**config.mk**
```make
export PLATFORM = sky130hd
export DESIGN_NAME = bin2bcd_seq
export DESIGN_NICKNAME = d
export VERILOG_FILES = /design/src/rtl/bin2bcd_pkg.sv /design/src/rtl/bin2bcd_add3.sv /design/src/rtl/bin2bcd_seq.sv
export SDC_FILE = /design/constraint.sdc
export NUM_CORES = 1
export LEC_CHECK = 0
export BUFFER_PORTS_ARGS = -buffer_cell sky130_fd_sc_hd__buf_4
export CAP_MARGIN = 10
export CORE_UTILIZATION = 25
export DETAILED_ROUTE_END_ITERATION = 12
export PLACE_DENSITY = 0.52
export SYNTH_ARGS = -nofsm -noshare
export SYNTH_HDL_FRONTEND = slang
export SYNTH_SLANG_ARGS = --single-unit
```
**constraint.sdc**
```tcl
create_clock -name clk -period 2.1 [get_ports clk]
set_clock_uncertainty 0.1 [all_clocks]
set_input_delay 0.21 -clock clk [delete_from_list [all_inputs] [get_ports clk]]
set_output_delay 0.21 -clock clk [all_outputs]
set_load 0.01 [all_outputs]
```
**src/rtl/bin2bcd_pkg.sv**
```systemverilog
// Shared definitions for the sequential binary-to-BCD converter.
// Optional feature macro: BIN2BCD_MSD_EN (adds msd/msd_pos outputs on bin2bcd_seq).
package bin2bcd_pkg;

    typedef enum logic [1:0] {
        S_IDLE  = 2'd0,
        S_SHIFT = 2'd1,
        S_DONE  = 2'd2
    } state_t;

    localparam int unsigned BCD_DIGIT_W    = 4;
    localparam int unsigned ADD3_THRESHOLD = 5;

    // True when DIGITS decimal digits can hold the largest W-bit value.
    function automatic bit digits_ok(input int unsigned w, input int unsigned digits);
        longint unsigned max_val;
        longint unsigned pow10;
        max_val = (64'd1 << w) - 64'd1;
        pow10   = 64'd1;
        for (int unsigned i = 0; i < digits; i++) begin
            pow10 = pow10 * 64'd10;
        end
        return pow10 > max_val;
    endfunction

endpackage

```
**src/rtl/bin2bcd_add3.sv**
```systemverilog
// Single BCD digit corrector for shift-and-add-3: digits of 5 or more get +3
// so that the following left shift carries correctly into the next digit.
module bin2bcd_add3
    import bin2bcd_pkg::*;
(
    input  logic [BCD_DIGIT_W-1:0] digit_i,
    output logic [BCD_DIGIT_W-1:0] digit_o
);

    // Conditional +3 correction.
    always_comb begin
        digit_o = digit_i;
        if (digit_i >= BCD_DIGIT_W'(ADD3_THRESHOLD)) begin
            digit_o = digit_i + BCD_DIGIT_W'(3);
        end
    end

endmodule

```
**src/rtl/bin2bcd_seq.sv**
```systemverilog
// Iterative binary-to-BCD converter, one input bit per clock.
// start/done handshake; bcd holds the last result until the next done.
// Optional feature macro: BIN2BCD_MSD_EN (most significant non-zero digit and its index).
module bin2bcd_seq
    import bin2bcd_pkg::*;
#(
    parameter int unsigned W      = 8,
    parameter int unsigned DIGITS = 3
) (
    input  logic                 clk,
    input  logic                 rst,
    input  logic                 start,
    input  logic [W-1:0]         bin,
    output logic                 busy,
    output logic                 done,
    output logic [4*DIGITS-1:0]  bcd
`ifdef BIN2BCD_MSD_EN
    ,
    output logic [3:0]                 msd,
    output logic [$clog2(DIGITS):0]    msd_pos
`endif
);

    localparam int unsigned CNT_W = $clog2(W + 1);
    localparam int unsigned BCD_W = BCD_DIGIT_W * DIGITS;
    localparam int unsigned POS_W = $clog2(DIGITS) + 1;

    if (!digits_ok(W, DIGITS)) begin : g_bad_digits
        $error("bin2bcd_seq: DIGITS too small for W-bit input");
    end

    state_t             state_q;
    logic [CNT_W-1:0]   cnt_q;
    logic [W-1:0]       bin_sh_q;
    logic [W-1:0]       bin_sh_d;
    logic [BCD_W-1:0]   scratch_q;
    logic [BCD_W-1:0]   scratch_d;
    logic [BCD_W-1:0]   corrected;
    logic [BCD_W-1:0]   bcd_q;
    logic               busy_q;
    logic               done_q;

    for (genvar g = 0; g < DIGITS; g++) begin : g_add3
        bin2bcd_add3 u_add3 (
            .digit_i (scratch_q[g*BCD_DIGIT_W +: BCD_DIGIT_W]),
            .digit_o (corrected[g*BCD_DIGIT_W +: BCD_DIGIT_W])
        );
    end

    // One shift step: corrected digits and remaining binary bits move left together.
    always_comb begin
        {scratch_d, bin_sh_d} = {corrected, bin_sh_q} << 1;
    end

`ifdef BIN2BCD_MSD_EN
    logic [3:0]       msd_q;
    logic [3:0]       msd_d;
    logic [POS_W-1:0] msd_pos_q;
    logic [POS_W-1:0] msd_pos_d;

    // Priority scan of the finishing result: highest non-zero digit wins.
    always_comb begin
        msd_d     = '0;
        msd_pos_d = '0;
        for (int unsigned i = 0; i < DIGITS; i++) begin
            if (scratch_d[i*BCD_DIGIT_W +: BCD_DIGIT_W] != '0) begin
                msd_d     = scratch_d[i*BCD_DIGIT_W +: BCD_DIGIT_W];
                msd_pos_d = POS_W'(i);
            end
        end
    end

    assign msd     = msd_q;
    assign msd_pos = msd_pos_q;
`endif

    // Control FSM with datapath and registered outputs.
    always_ff @(posedge clk or posedge rst) begin
        if (rst) begin
            state_q   <= S_IDLE;
            cnt_q     <= '0;
            bin_sh_q  <= '0;
            scratch_q <= '0;
            bcd_q     <= '0;
            busy_q    <= 1'b0;
            done_q    <= 1'b0;
`ifdef BIN2BCD_MSD_EN
            msd_q     <= '0;
            msd_pos_q <= '0;
`endif
        end else begin
            case (state_q)
                S_IDLE, S_DONE: begin
                    done_q <= 1'b0;
                    if (start) begin
                        state_q   <= S_SHIFT;
                        bin_sh_q  <= bin;
                        scratch_q <= '0;
                        cnt_q     <= CNT_W'(W);
                        busy_q    <= 1'b1;
                    end else begin
                        state_q <= S_IDLE;
                    end
                end
                S_SHIFT: begin
                    scratch_q <= scratch_d;
                    bin_sh_q  <= bin_sh_d;
                    cnt_q     <= cnt_q - CNT_W'(1);
                    if (cnt_q == CNT_W'(1)) begin
                        state_q <= S_DONE;
                        bcd_q   <= scratch_d;
                        done_q  <= 1'b1;
                        busy_q  <= 1'b0;
`ifdef BIN2BCD_MSD_EN
                        msd_q     <= msd_d;
                        msd_pos_q <= msd_pos_d;
`endif
                    end
                end
                default: begin
                    state_q <= S_IDLE;
                end
            endcase
        end
    end

    assign busy = busy_q;
    assign done = done_q;
    assign bcd  = bcd_q;

endmodule

```
==> summary.txt, run 1 <==
Critical path
  • CP max FO: 18
  • Path depth of the worst reg2reg path: 6
  • R2R Path End: bcd[6]$_DFFE_PP0P_
  • Worst Setup SP: cnt_q[1]$_DFFE_PP0P_
  • Crit path launch type: flip-flop
  • R2R Path Start: cnt_q[1]$_DFFE_PP0P_
  • Worst EP arrival: 1800 ps
  • Setup Crit Path Kind: reg -> reg
  • Worst Setup EP: bcd[6]$_DFFE_PP0P_
  • FF-to-FF setup slack: 370 ps
  • Required time worst endpoint: 2170 ps
  • Worst setup EP type: flip-flop

Logic synthesis
  • Mapped Nets: 195
  • Synth cell count leaders: dfrtp_1, nand2_1, o21ai_0
  • Number of synthesized register bits: 40
  • Syn Inst Count: 176
  • Synth Area in Compound Gates: 0.1536
  • Share of the synthesized area in the top cell type: 0.5298
  • Area of the mapped netlist: 1889 sq um
  • Main combinational cell family by area after synthesis: compound AO/OA/AOI/OAI gates
  • Largest area contributor in the netlist: dfrtp_1
  • Asr flop ratio synth: 1.000
  • Synth Area in Simple Gates: 0.1497
  • Post-Synth Adder-Cell Area: 0.05298
  • Top-count cell post-synth: dfrtp_1
  • Synth Area in XOR/XNOR: 0.01391
  • Synth Area per Inst: 10.73 sq um
  • Most used DFF post-synth: dfrtp_1
  • Synth top area cells: dfrtp_1, nand2_1, ha_1
  • Sequential share of the synthesized area: 0.5298
  • EDFF count, synth: 0
  • Unique cell type count in the Yosys netlist: 37
  • Mux contribution to synthesized area: 0.05166
  • Yosys warnings: 0

Power and ir drop
  • Worst vdd ir: 0.5149 mV
  • Leak pwr: 1.075 nW
  • PwrDens: 1531 nW/um^2

GRT
  • Most used routing layer: met2
  • Met2 usage: 0.1629
  • Met3 usage: 0.02493
  • First-pass GRT wire length: 6.486 mm
  • Grt ovf: 0
  • Tot GR Track Use: 0.1100
  • Initial antenna violation count: 0
  • Met1 Usage GRT: 0.1579
  • Number of global-route vias before repair: 1291
  • Largest net degree at the start of global routing: 41

Timing
  • Min Tclk post-route: 1732 ps
  • Rel. slew slack: 0.6274
  • Final hold vios: 0
  • Worst Max-Slew Pin Slew: 557.5 ps
  • Slew Viols, Final: 0
  • Final period util: 0.8248
  • Worst hold slack: 40.03 ps
  • F_max: 0.5773 GHz
  • TNS Setup: 0 ps
  • Final setup fails: 0
  • RSZ-0062 raised after global routing: false

Clock tree
  • Num Clock Sinks: 40
  • H-tree levels: 2
  • Post_cts resized: 0
  • CTS Root Cell: clkbuf_8
  • Clk Latency, worst-skew pair: 290 ps
  • Hold buffers post-CTS: 1
  • Clk slew on worst S/H paths: 80 ps
  • TritonCTS clock tree: built
  • Post-CTS Repair Setup Buffers: 0
  • CTS buffer count: 5
  • Max clock buf depth: 2

Run
  • Max cap viols: 0

Worst hold path
  • Min-delay worst type: in -> reg

Cells and area
  • Fill cells: 797
  • Final cell area excluding filler cells: 2255 sq um
  • Layout Area Growth over Synthesis: 19.34%
  • NumNets Final: 222
  • Layout cells sized above 1: 0.2353
  • Inserted Diodes: 0

Die
  • Cell row count: 31
  • Die area: 7909 sq um
  • Core Area: 7292 sq um
  • Top Ports: 25
  • Die extent in x: 88.93 um
  • Initial Util: 0.2591
  • Die H: 88.93 um

Routing
  • Via/cell ratio: 4.224
  • DRT Pass-1 Iters: 4
  • Residual DRC: 0
  • Routed via count: 1280
  • Drt wl/cell: 12.70 um
  • Post-Route WL: 3.848 mm
  • Iter 0 DRT Violations: 74
  • Post-route antenna net violation count: 0

Placed design
  • HPWL Detailed: 2.575 mm
  • Final RePlAce weighted congestion: 0.6967
  • Placed Area: 2157 sq um
  • I/O Buffers: 24

Run status
  • Status: completed
## where the power goes
group / switching [mW] / total, mW / leakage (nW) / internal (mW)
logic: 0.833 / 1.55 / 0.523 / 0.716
registers: 0.277 / 1.39 / 0.504 / 1.11
clock network: 0.282 / 0.514 / 0.0479 / 0.232
## kinds of logic (layout without fill, tap and decap cells)
group | count (synthesis) | in the layout
adder cells (fa/ha/maj) | 8 | 8
AND/OR/NAND/NOR | 56 | 56
AO/OA/AOI/OAI | 44 | 44
XOR/XNOR | 3 | 3
flip-flops | 40 | 40
buffers and inverters | 17 | 45
multiplexers | 8 | 8
## worst max-delay path, cell delays in order, from the launching register on
cell and delay (ps):
dfrtp_1 400, inv_1 80, ha_1 130, nor3b_2 250
nand2_4 190, inv_4 140, mux2_2 340
## area by class of cell
type | instances | area [sq um] | share of cell area
clock buffers | 5 | 68.82 | 0.03052
clock inverters | 3 | 18.77 | 0.008324
inverters | 10 | 40.04 | 0.01776
multi-input cells | 119 | 797.0 | 0.3535
flip-flops and latches | 40 | 1001 | 0.4440
well taps | 99 | 123.9 | 0.05494
repair buffers | 27 | 205.2 | 0.09101
## placed cells by master, fill, tap and decap left out, types with 2 or more instances in the layout
master / count
a21oi_1: 5
a21oi_2: 2
a22o_1: 6
a22oi_1: 7
buf_4: 26
clkbuf_8: 5
clkinv_2: 2
dfrtp_1: 40
ha_1: 8
inv_1: 9
mux2_4: 3
mux2i_1: 3
nand2_1: 34
nand2b_1: 4
nand3_1: 3
nor3_1: 3
nor3b_1: 4
o21ai_0: 11
o21ai_1: 8
xnor2_1: 3
## flip-flops by register name (all words and copies together), names as in the netlist
| signal | count |
|---|---|
| bcd | 12 |
| scratch_q | 12 |
| bin_sh_q | 8 |
| cnt_q | 4 |
| state_q | 2 |
| busy | 1 |
| done | 1 |
## metrics by stage
stage / utilization / setup WS [ps] / instances / total power, mW
2_1_floorplan: - / 562.6 / 176 / 2.530
4_1_cts: 0.3092 / 350.4 / 303 / 3.494
5_1_grt: 0.3092 / 264.1 / 303 / 3.764
6_report: 0.3092 / 367.9 / 303 / 3.451
3_5_place_dp: 0.2958 / 365.6 / 294 / 2.965
3_3_place_gp: 0.2958 / 395.5 / 294 / 2.940
## how the worst min path moves through the flow
stage,from,endpoint,slack [ps],cells past startpoint
CTS,bin[4],bin_sh_q[4]$_DFFE_PP0P_,30,3
finish,bin[6],bin_sh_q[6]$_DFFE_PP0P_,40,3
global placement,rst,bin_sh_q[3]$_DFFE_PP0P_,280,3
global route,bin[6],bin_sh_q[6]$_DFFE_PP0P_,30,3
detailed placement,rst,bin_sh_q[3]$_DFFE_PP0P_,280,3
floorplan,bin[1],bin_sh_q[1]$_DFFE_PP0P_,240,2
## routing by layer
| layer | vias up | wire [um] |
|---|---|---|
| met2 | 24 | 1665 |
| met4 | 0 | 27 |
| met5 | - | 0 |
| met1 | 598 | 2027 |
| met3 | 2 | 127 |
| li1 | 656 | - |
No activity file was read; power rests on OpenSTA's default activity.
==> run 2, diff against run 1 <==
--- a/config.mk
+++ b/config.mk
@@ -9,7 +9,7 @@
 export CAP_MARGIN = 10
 export CORE_UTILIZATION = 25
 export DETAILED_ROUTE_END_ITERATION = 12
-export PLACE_DENSITY = 0.52
+export PLACE_DENSITY = 0.53
 export SYNTH_ARGS = -nofsm -noshare
 export SYNTH_HDL_FRONTEND = slang
 export SYNTH_SLANG_ARGS = --single-unit
==> constraint.sdc (replaced) <==
create_clock -name clk -period 1.41 [get_ports clk]
set_clock_uncertainty 0.1 [all_clocks]
set_input_delay 0.141 -clock clk [delete_from_list [all_inputs] [get_ports clk]]
set_output_delay 0.141 -clock clk [all_outputs]
set_load 0.01 [all_outputs]
==> run 2 against run 1 <==
Effect of this change: the flow now finishes with violations (negative setup slack); final cell count increased by 14%; first-iteration DRC count decreased by 53%; combinational power increased by 140%; design area increased by 26%; total power increased by 95%; global-route usage increased by 0.79 points; wire length increased by 9.5%; setup slack got worse by 490 ps; die area unchanged; via count increased by 16%; critical path type unchanged; highest routed layer unchanged.
==> summary.txt, run 2 (same netlist as run 1, synthesis figures left out) <==
Timing
  • Min Tclk post-route: 1535 ps (-196.6 ps)
  • Final hold vios: 0 (unchanged)
  • Setup WS post-layout: -125.5 ps (-493.4 ps)
  • Final period util: 1.089 (+0.2642)
  • Worst hold slack: 19.02 ps (-21.01 ps)
  • F_max: 0.6513 GHz (+13%)
  • Slew Viols, Final: 0 (unchanged)
  • Rel. slew slack: 0.8251 (+0.1977)
  • Worst Max-Slew Pin Slew: 262.0 ps (-295.5 ps)
  • Final setup fails: 17 (+17)
  • RSZ-0062 raised after global routing: true

Cells and area
  • Inserted Diodes: 0 (unchanged)
  • Commonest non-fill, non-tap cells in the layout: buf_4, dfrtp_1, nand2_1
  • Final cell area excluding filler cells: 2844 sq um (+26%)
  • Layout cells sized above 1: 0.4571 (+0.2218)
  • NumNets Final: 263 (+18%)
  • Layout Area Growth over Synthesis: 50.53%
  • Most common library cell in the layout ignoring fill and taps: buf_4

Routing
  • Drt wl/cell: 12.24 um (-3.6%)
  • DRT Pass-1 Iters: 4 (unchanged)
  • Residual DRC: 0 (unchanged)
  • Post-route antenna net violation count: 0 (unchanged)
  • Iter 0 DRT Violations: 35 (-53%)
  • Post-Route WL: 4.212 mm (+9.5%)
  • Routed via count: 1487 (+16%)
  • Via/cell ratio: 4.323 (+2.3%)

Clock tree
  • Max clock buf depth: 2 (unchanged)
  • Clk slew on worst S/H paths: 80 ps (about the same)
  • H-tree levels: 2 (unchanged)
  • CTS buffer count: 5 (unchanged)
  • CTS Root Cell: clkbuf_8
  • TritonCTS clock tree: built
  • Clk Latency, worst-skew pair: 300 ps (about the same)
  • Num Clock Sinks: 40 (unchanged)

Critical path
  • Max stage delay on crit path: 370 ps (-30 ps)
  • CP top delay family: multiplexers
  • Worst Path Buf+Inv: 1 (-1)
  • Slowest CP cell: dfrtp_1
  • Required time worst endpoint: 1550 ps (-620 ps)
  • CP cell instances: inv_2 > ha_2 > nand2b_4 > a21oi_4 > mux2i_2 > mux2_4
  • CP max FO: 3 (-15)
  • Worst EP arrival: 1680 ps (-120 ps)
  • Setup Crit Path Kind: reg -> reg
  • Worst setup EP type: flip-flop
  • Crit path launch type: flip-flop
  • FF-to-FF setup slack: -130 ps (-490 ps)

GRT
  • Tot GR Track Use: 0.1179 (+0.007904)
  • Largest net degree at the start of global routing: 41 (unchanged)
  • Grt ovf: 0 (unchanged)
  • Number of global-route vias before repair: 1538 (+19%)
  • First-pass GRT wire length: 7.079 mm (+9.1%)
  • Initial antenna violation count: 0 (unchanged)

Die
  • Die H: 88.93 um (unchanged)
  • Die area: 7909 sq um (unchanged)
  • Cell row count: 31 (unchanged)
  • Initial Util: 0.2591 (unchanged)
  • Top Ports: 25 (unchanged)
  • Die extent in x: 88.93 um (unchanged)
  • Core Area: 7292 sq um (unchanged)

Placed design
  • Final RePlAce weighted congestion: 0.7087 (+1.7%)
  • HPWL Detailed: 2.798 mm (+8.7%)
  • Placed Area: 2395 sq um (+11%)
  • I/O Buffers: 24 (unchanged)

Worst hold path
  • Min-delay worst type: in -> reg

Power and ir drop
  • Leak pwr: 1.324 nW (+23%)
  • Worst vdd ir: 0.7333 mV (+42%)
  • PwrDens: 2370 nW/um^2 (+55%)

Run status
  • Status: finished with violations
  • Failing checks: negative setup slack

Run
  • Max cap viols: 0 (unchanged)
==> run 2: cell count changes in the layout (fill, tap and decap cells not counted), sizes merged <==
| cell | change |
|---|---|
| clkinvlp | +1 |
| nor2 | +1 |
| bufinv | +1 |
| inv | +1 |
| buf | +32 |
| dlygate4sd3 | +8 |
| clkinv | -3 |
==> run 2: what timing repair did <==
action,in CTS,in global routing
hold buffers,9,0
endpoints found under the setup margin,22,29
endpoints found under the hold margin,48,0
setup buffers,3,6
pin swaps,9,7
resized for setup,32,15
gates cloned,0,1
==> run 2: layout make-up <==
type / instances / area, sq um
fillers: 770 / 4448
flip-flops and latches: 40 / 1002
multi-input cells: 120 / 994.7
repair buffers: 67 / 565.5
well taps: 99 / 123.9
clock buffers: 5 / 68.82
clock inverters: 3 / 46.29
inverters: 10 / 42.54
==> run 2: tightest hold or removal path, cell delays in order <==
cell	delay [ps]
buf_4	80
nand2b_1	90
nand2_1	70
==> run 2: path summary, 6_finish.rpt <==
path / start / endpoint / cells after the start
worst min register to register: bin_sh_q[6]$_DFFE_PP0P_ / bin_sh_q[6]$_DFFE_PP0P_ / 2
worst max register to register: scratch_q[5]$_DFFE_PP0P_ / bcd[6]$_DFFE_PP0P_ / 6
min in group asynchronous: rst / bin_sh_q[5]$_DFFE_PP0P_ / 4
worst min-delay path: start / busy$_DFFE_PP0P_ / 3
worst max-delay path: scratch_q[5]$_DFFE_PP0P_ / bcd[6]$_DFFE_PP0P_ / 6
max in group asynchronous: rst / state_q[0]$_DFFE_PP0N_ / 4
==> run 2: where the power goes <==
| part | internal, mW | switching, mW | total [mW] |
|---|---|---|---|
| combinational | 2.01 | 1.66 | 3.67 |
| sequential | 1.66 | 0.426 | 2.08 |
| clock | 0.534 | 0.448 | 0.981 |
==> run 2: per-stage QoR <==
step                      setup slack (ps)  TNS (ps)  std cells    util  power (mW)
after detailed placement            -159.3     -1667        318  0.3284       5.028
after global routing                -207.7     -2848        344  0.3900       7.292
final                               -125.5     -1013        344  0.3900       6.740
after global placement              -139.5     -1217        318  0.3284       4.987
after CTS                           -134.5     -1152        338  0.3773       6.490
after floorplan                     -105.1    -504.1        176       -       3.868
==> run 2: routing by layer <==
layer / share of wire / global-route usage / vias up
li1: - / - / 737
met1: 0.45 / 0.1416 / 727
met2: 0.51 / 0.2126 / 20
met3: 0.031 / 0.02770 / 3
met4: 0.0040 / 0.03030 / 0
met5: 0 / 0 / -
==> run 3, diff against run 2 <==
--- a/config.mk
+++ b/config.mk
@@ -7,9 +7,10 @@
 export LEC_CHECK = 0
 export BUFFER_PORTS_ARGS = -buffer_cell sky130_fd_sc_hd__buf_4
 export CAP_MARGIN = 10
-export CORE_UTILIZATION = 25
+export CORE_UTILIZATION = 51
 export DETAILED_ROUTE_END_ITERATION = 12
-export PLACE_DENSITY = 0.53
+export PLACE_DENSITY = 0.86
 export SYNTH_ARGS = -nofsm -noshare
 export SYNTH_HDL_FRONTEND = slang
+export SYNTH_HIERARCHICAL = 1
 export SYNTH_SLANG_ARGS = --single-unit
==> run 3 against run 2 <==
Effect of this change: the run still ends with negative setup slack left; hold slack better by 260 ps; area after synthesis is 0.20% higher; critical path depth is 1 lower; global-route usage is 11 points higher; non-clock buffer count is 7 lower; via count is 0.94% lower; clock-buffer cell count is 3 higher; setup slack worse by 50 ps; sequential share of layout area is 2.4 points higher; total power is 3.3% lower; sequential cell count stayed put; critical endpoint unchanged.
==> summary.txt, run 3 <==
Run status
  • Status: finished with violations
  • Failing checks: negative setup slack

Cells and area
  • Fill cells: 203 (-74%)
  • Post-layout util: 0.7735 (+0.3835)
  • Inserted Diodes: 0 (unchanged)
  • NumNets Final: 242 (-8.0%)
  • Layout cells sized above 1: 0.4598 (+0.002679)
  • Commonest non-fill, non-tap cells in the layout: buf_4, dfrtp_1, nand2_1
  • Most common library cell in the layout ignoring fill and taps: buf_4
  • Non-filler cells in the finished layout: 270 (-22%)
  • Layout Area Growth over Synthesis: 40.65%

Die
  • Die extent in x: 62.93 um (-29%)
  • Cell row count: 21 (-32%)
  • Die area: 3960 sq um (-50%)
  • Core Area: 3442 sq um (-53%)
  • Top Ports: 25 (unchanged)
  • Initial Util: 0.5500 (+0.2909)
  • Die H: 62.93 um (-29%)

Critical path
  • Worst EP arrival: 1720 ps (+40 ps)
  • CP max FO: 3 (unchanged)
  • FF-to-FF setup slack: -170 ps (-50 ps)
  • Slowest CP cell: dfrtp_1
  • Crit path launch type: flip-flop
  • CP top delay family: multiplexers
  • Worst setup EP type: flip-flop
  • CP cell instances: ha_4 > nand2b_4 > a21oi_4 > mux2i_2 > mux2_4
  • Setup Crit Path Kind: reg -> reg
  • Required time worst endpoint: 1540 ps (about the same)
  • Worst Path Buf+Inv: 0 (-1)
  • Max stage delay on crit path: 440 ps (+70 ps)

Placed design
  • HPWL Detailed: 2.867 mm (+2.5%)
  • Final RePlAce weighted congestion: 0.8440 (+19%)
  • DP Cell Count: 248 (-22%)
  • I/O Buffers: 24 (unchanged)

Timing
  • Final setup fails: 20 (+3)
  • Worst Max-Slew Pin Slew: 482.0 ps (+220.0 ps)
  • Setup WS post-layout: -175.0 ps (-49.53 ps)
  • Min Tclk post-route: 1585 ps (+49.53 ps)
  • Slew Viols, Final: 0 (unchanged)
  • RSZ-0062 raised after global routing: true
  • Final hold vios: 0 (unchanged)
  • Final period util: 1.124 (+0.03513)
  • F_max: 0.6309 GHz (-3.1%)
  • Rel. slew slack: 0.6786 (-0.1465)

Routing
  • Routed via count: 1473 (-0.94%)
  • Post-Route WL: 4.354 mm (+3.4%)
  • Residual DRC: 0 (unchanged)
  • DRT Pass-1 Iters: 4 (unchanged)
  • Drt wl/cell: 16.13 um (+32%)
  • Via/cell ratio: 5.456 (+26%)
  • Iter 0 DRT Violations: 90 (+160%)
  • Post-route antenna net violation count: 0 (unchanged)

Clock tree
  • Max clock buf depth: 2 (unchanged)
  • Num Clock Sinks: 40 (unchanged)
  • CTS buffer count: 5 (unchanged)
  • TritonCTS clock tree: built
  • Clk Latency, worst-skew pair: 300 ps (about the same)
  • Clk slew on worst S/H paths: 80 ps (about the same)
  • H-tree levels: 2 (unchanged)
  • CTS Root Cell: clkbuf_8

Power and ir drop
  • Leak pwr: 1.308 nW (-1.2%)
  • Power Total: 6.519 mW (-3.3%)
  • Worst vdd ir: 1.109 mV (+51%)
  • PwrDens: 2448 nW/um^2 (+3.3%)

GRT
  • Met1 Usage GRT: 0.2593 (+0.1177)
  • Most used routing layer: met2
  • First-pass GRT wire length: 6.989 mm (-1.3%)
  • Grt ovf: 0 (unchanged)
  • Met3 usage: 0.08577 (+0.05807)
  • Number of global-route vias before repair: 1529 (-0.59%)
  • Initial antenna violation count: 0 (unchanged)
  • Tot GR Track Use: 0.2326 (+0.1147)
  • Met2 usage: 0.4113 (+0.1987)
  • Largest net degree at the start of global routing: 41 (unchanged)

Run
  • Max cap viols: 0 (unchanged)

Logic synthesis
  • Synth Area per Inst: 11.54 sq um (+7.5%)
  • Syn Inst Count: 164 (-6.8%)
  • Area of the mapped netlist: 1893 sq um (+0.20%)
  • Mapped Nets: 183 (-6.2%)
  • Yosys warnings: 6 (+6)

Worst hold path
  • Min-delay worst type: in -> reg
-- run 3: changes by cell type in the layout (fill, tap and decap cells not counted), moves of 3 or more --
cell,before,now
nand2_1,34,20
o21ai_1,11,1
a22o_1,6,13
nand3_1,3,9
buf_4,52,47
mux2_2,0,5
a21oi_1,4,0
mux2_4,4,7
-- run 3: metrics by stage --
| step | hold WS, ps | setup TNS [ps] | instance area (sq um) | worst slack, ps |
|---|---|---|---|---|
| floorplan | 169.1 | -891.8 | 1954 | -125.8 |
| global placement | 185.2 | -1176 | 2322 | -93.39 |
| detailed placement | 194.0 | -2315 | 2322 | -162.4 |
| CTS | 260.8 | -2367 | 2596 | -174.1 |
| global route | 285.0 | -3614 | 2663 | -227.0 |
| finish | 277.1 | -2283 | 2663 | -175.0 |
-- run 3: timing repair --
action / CTS / global route
setup endpoints to repair: 22 / 26
pin swaps: 4 / 10
endpoints found under the hold margin: 48 / 0
hold buffers: 9 / 0
gates resized for setup: 14 / 17
setup buffers: 3 / 2
-- run 3: where the power goes --
part	internal [mW]	switching (mW)	total, mW
Combinational	1.99	1.66	3.64
Clock	0.399	0.375	0.774
Sequential	1.66	0.436	2.10
-- run 3: final cells by class --
type,instances,area [sq um],share of cell area
Clock buffer,8,90.09,0.03383
Timing Repair Buffer,60,496.7,0.1866
Sequential cell,40,1001,0.3759
Inverter,10,37.54,0.01410
Tap cell,46,57.56,0.02162
Multi-Input combinational cell,106,979.7,0.3680
-- run 3: per-layer routing --
| layer | routed length (um) | vias up |
|---|---|---|
| met4 | 50 | 0 |
| met1 | 1742 | 726 |
| li1 | - | 687 |
| met3 | 220 | 8 |
| met5 | 0 | - |
| met2 | 2340 | 52 |
-- run 3: final timing paths --
| path | start | to | cells after the start |
|---|---|---|---|
| min in group asynchronous | rst | bcd[2]$_DFFE_PP0P_ | 4 |
| max in group asynchronous | rst | scratch_q[0]$_DFFE_PP0P_ | 4 |
| hold reg to reg | bin_sh_q[4]$_DFFE_PP0P_ | bin_sh_q[4]$_DFFE_PP0P_ | 2 |
| setup / recovery | scratch_q[4]$_DFFE_PP0P_ | bcd[6]$_DFFE_PP0P_ | 5 |
| setup reg to reg | scratch_q[4]$_DFFE_PP0P_ | bcd[6]$_DFFE_PP0P_ | 5 |
| hold / removal | start | state_q[0]$_DFFE_PP0N_ | 3 |
-- run 3: tightest hold or removal path: stages --
cell      delay [ps]
buf_4             90
nand2b_1         220
o21ai_0          170
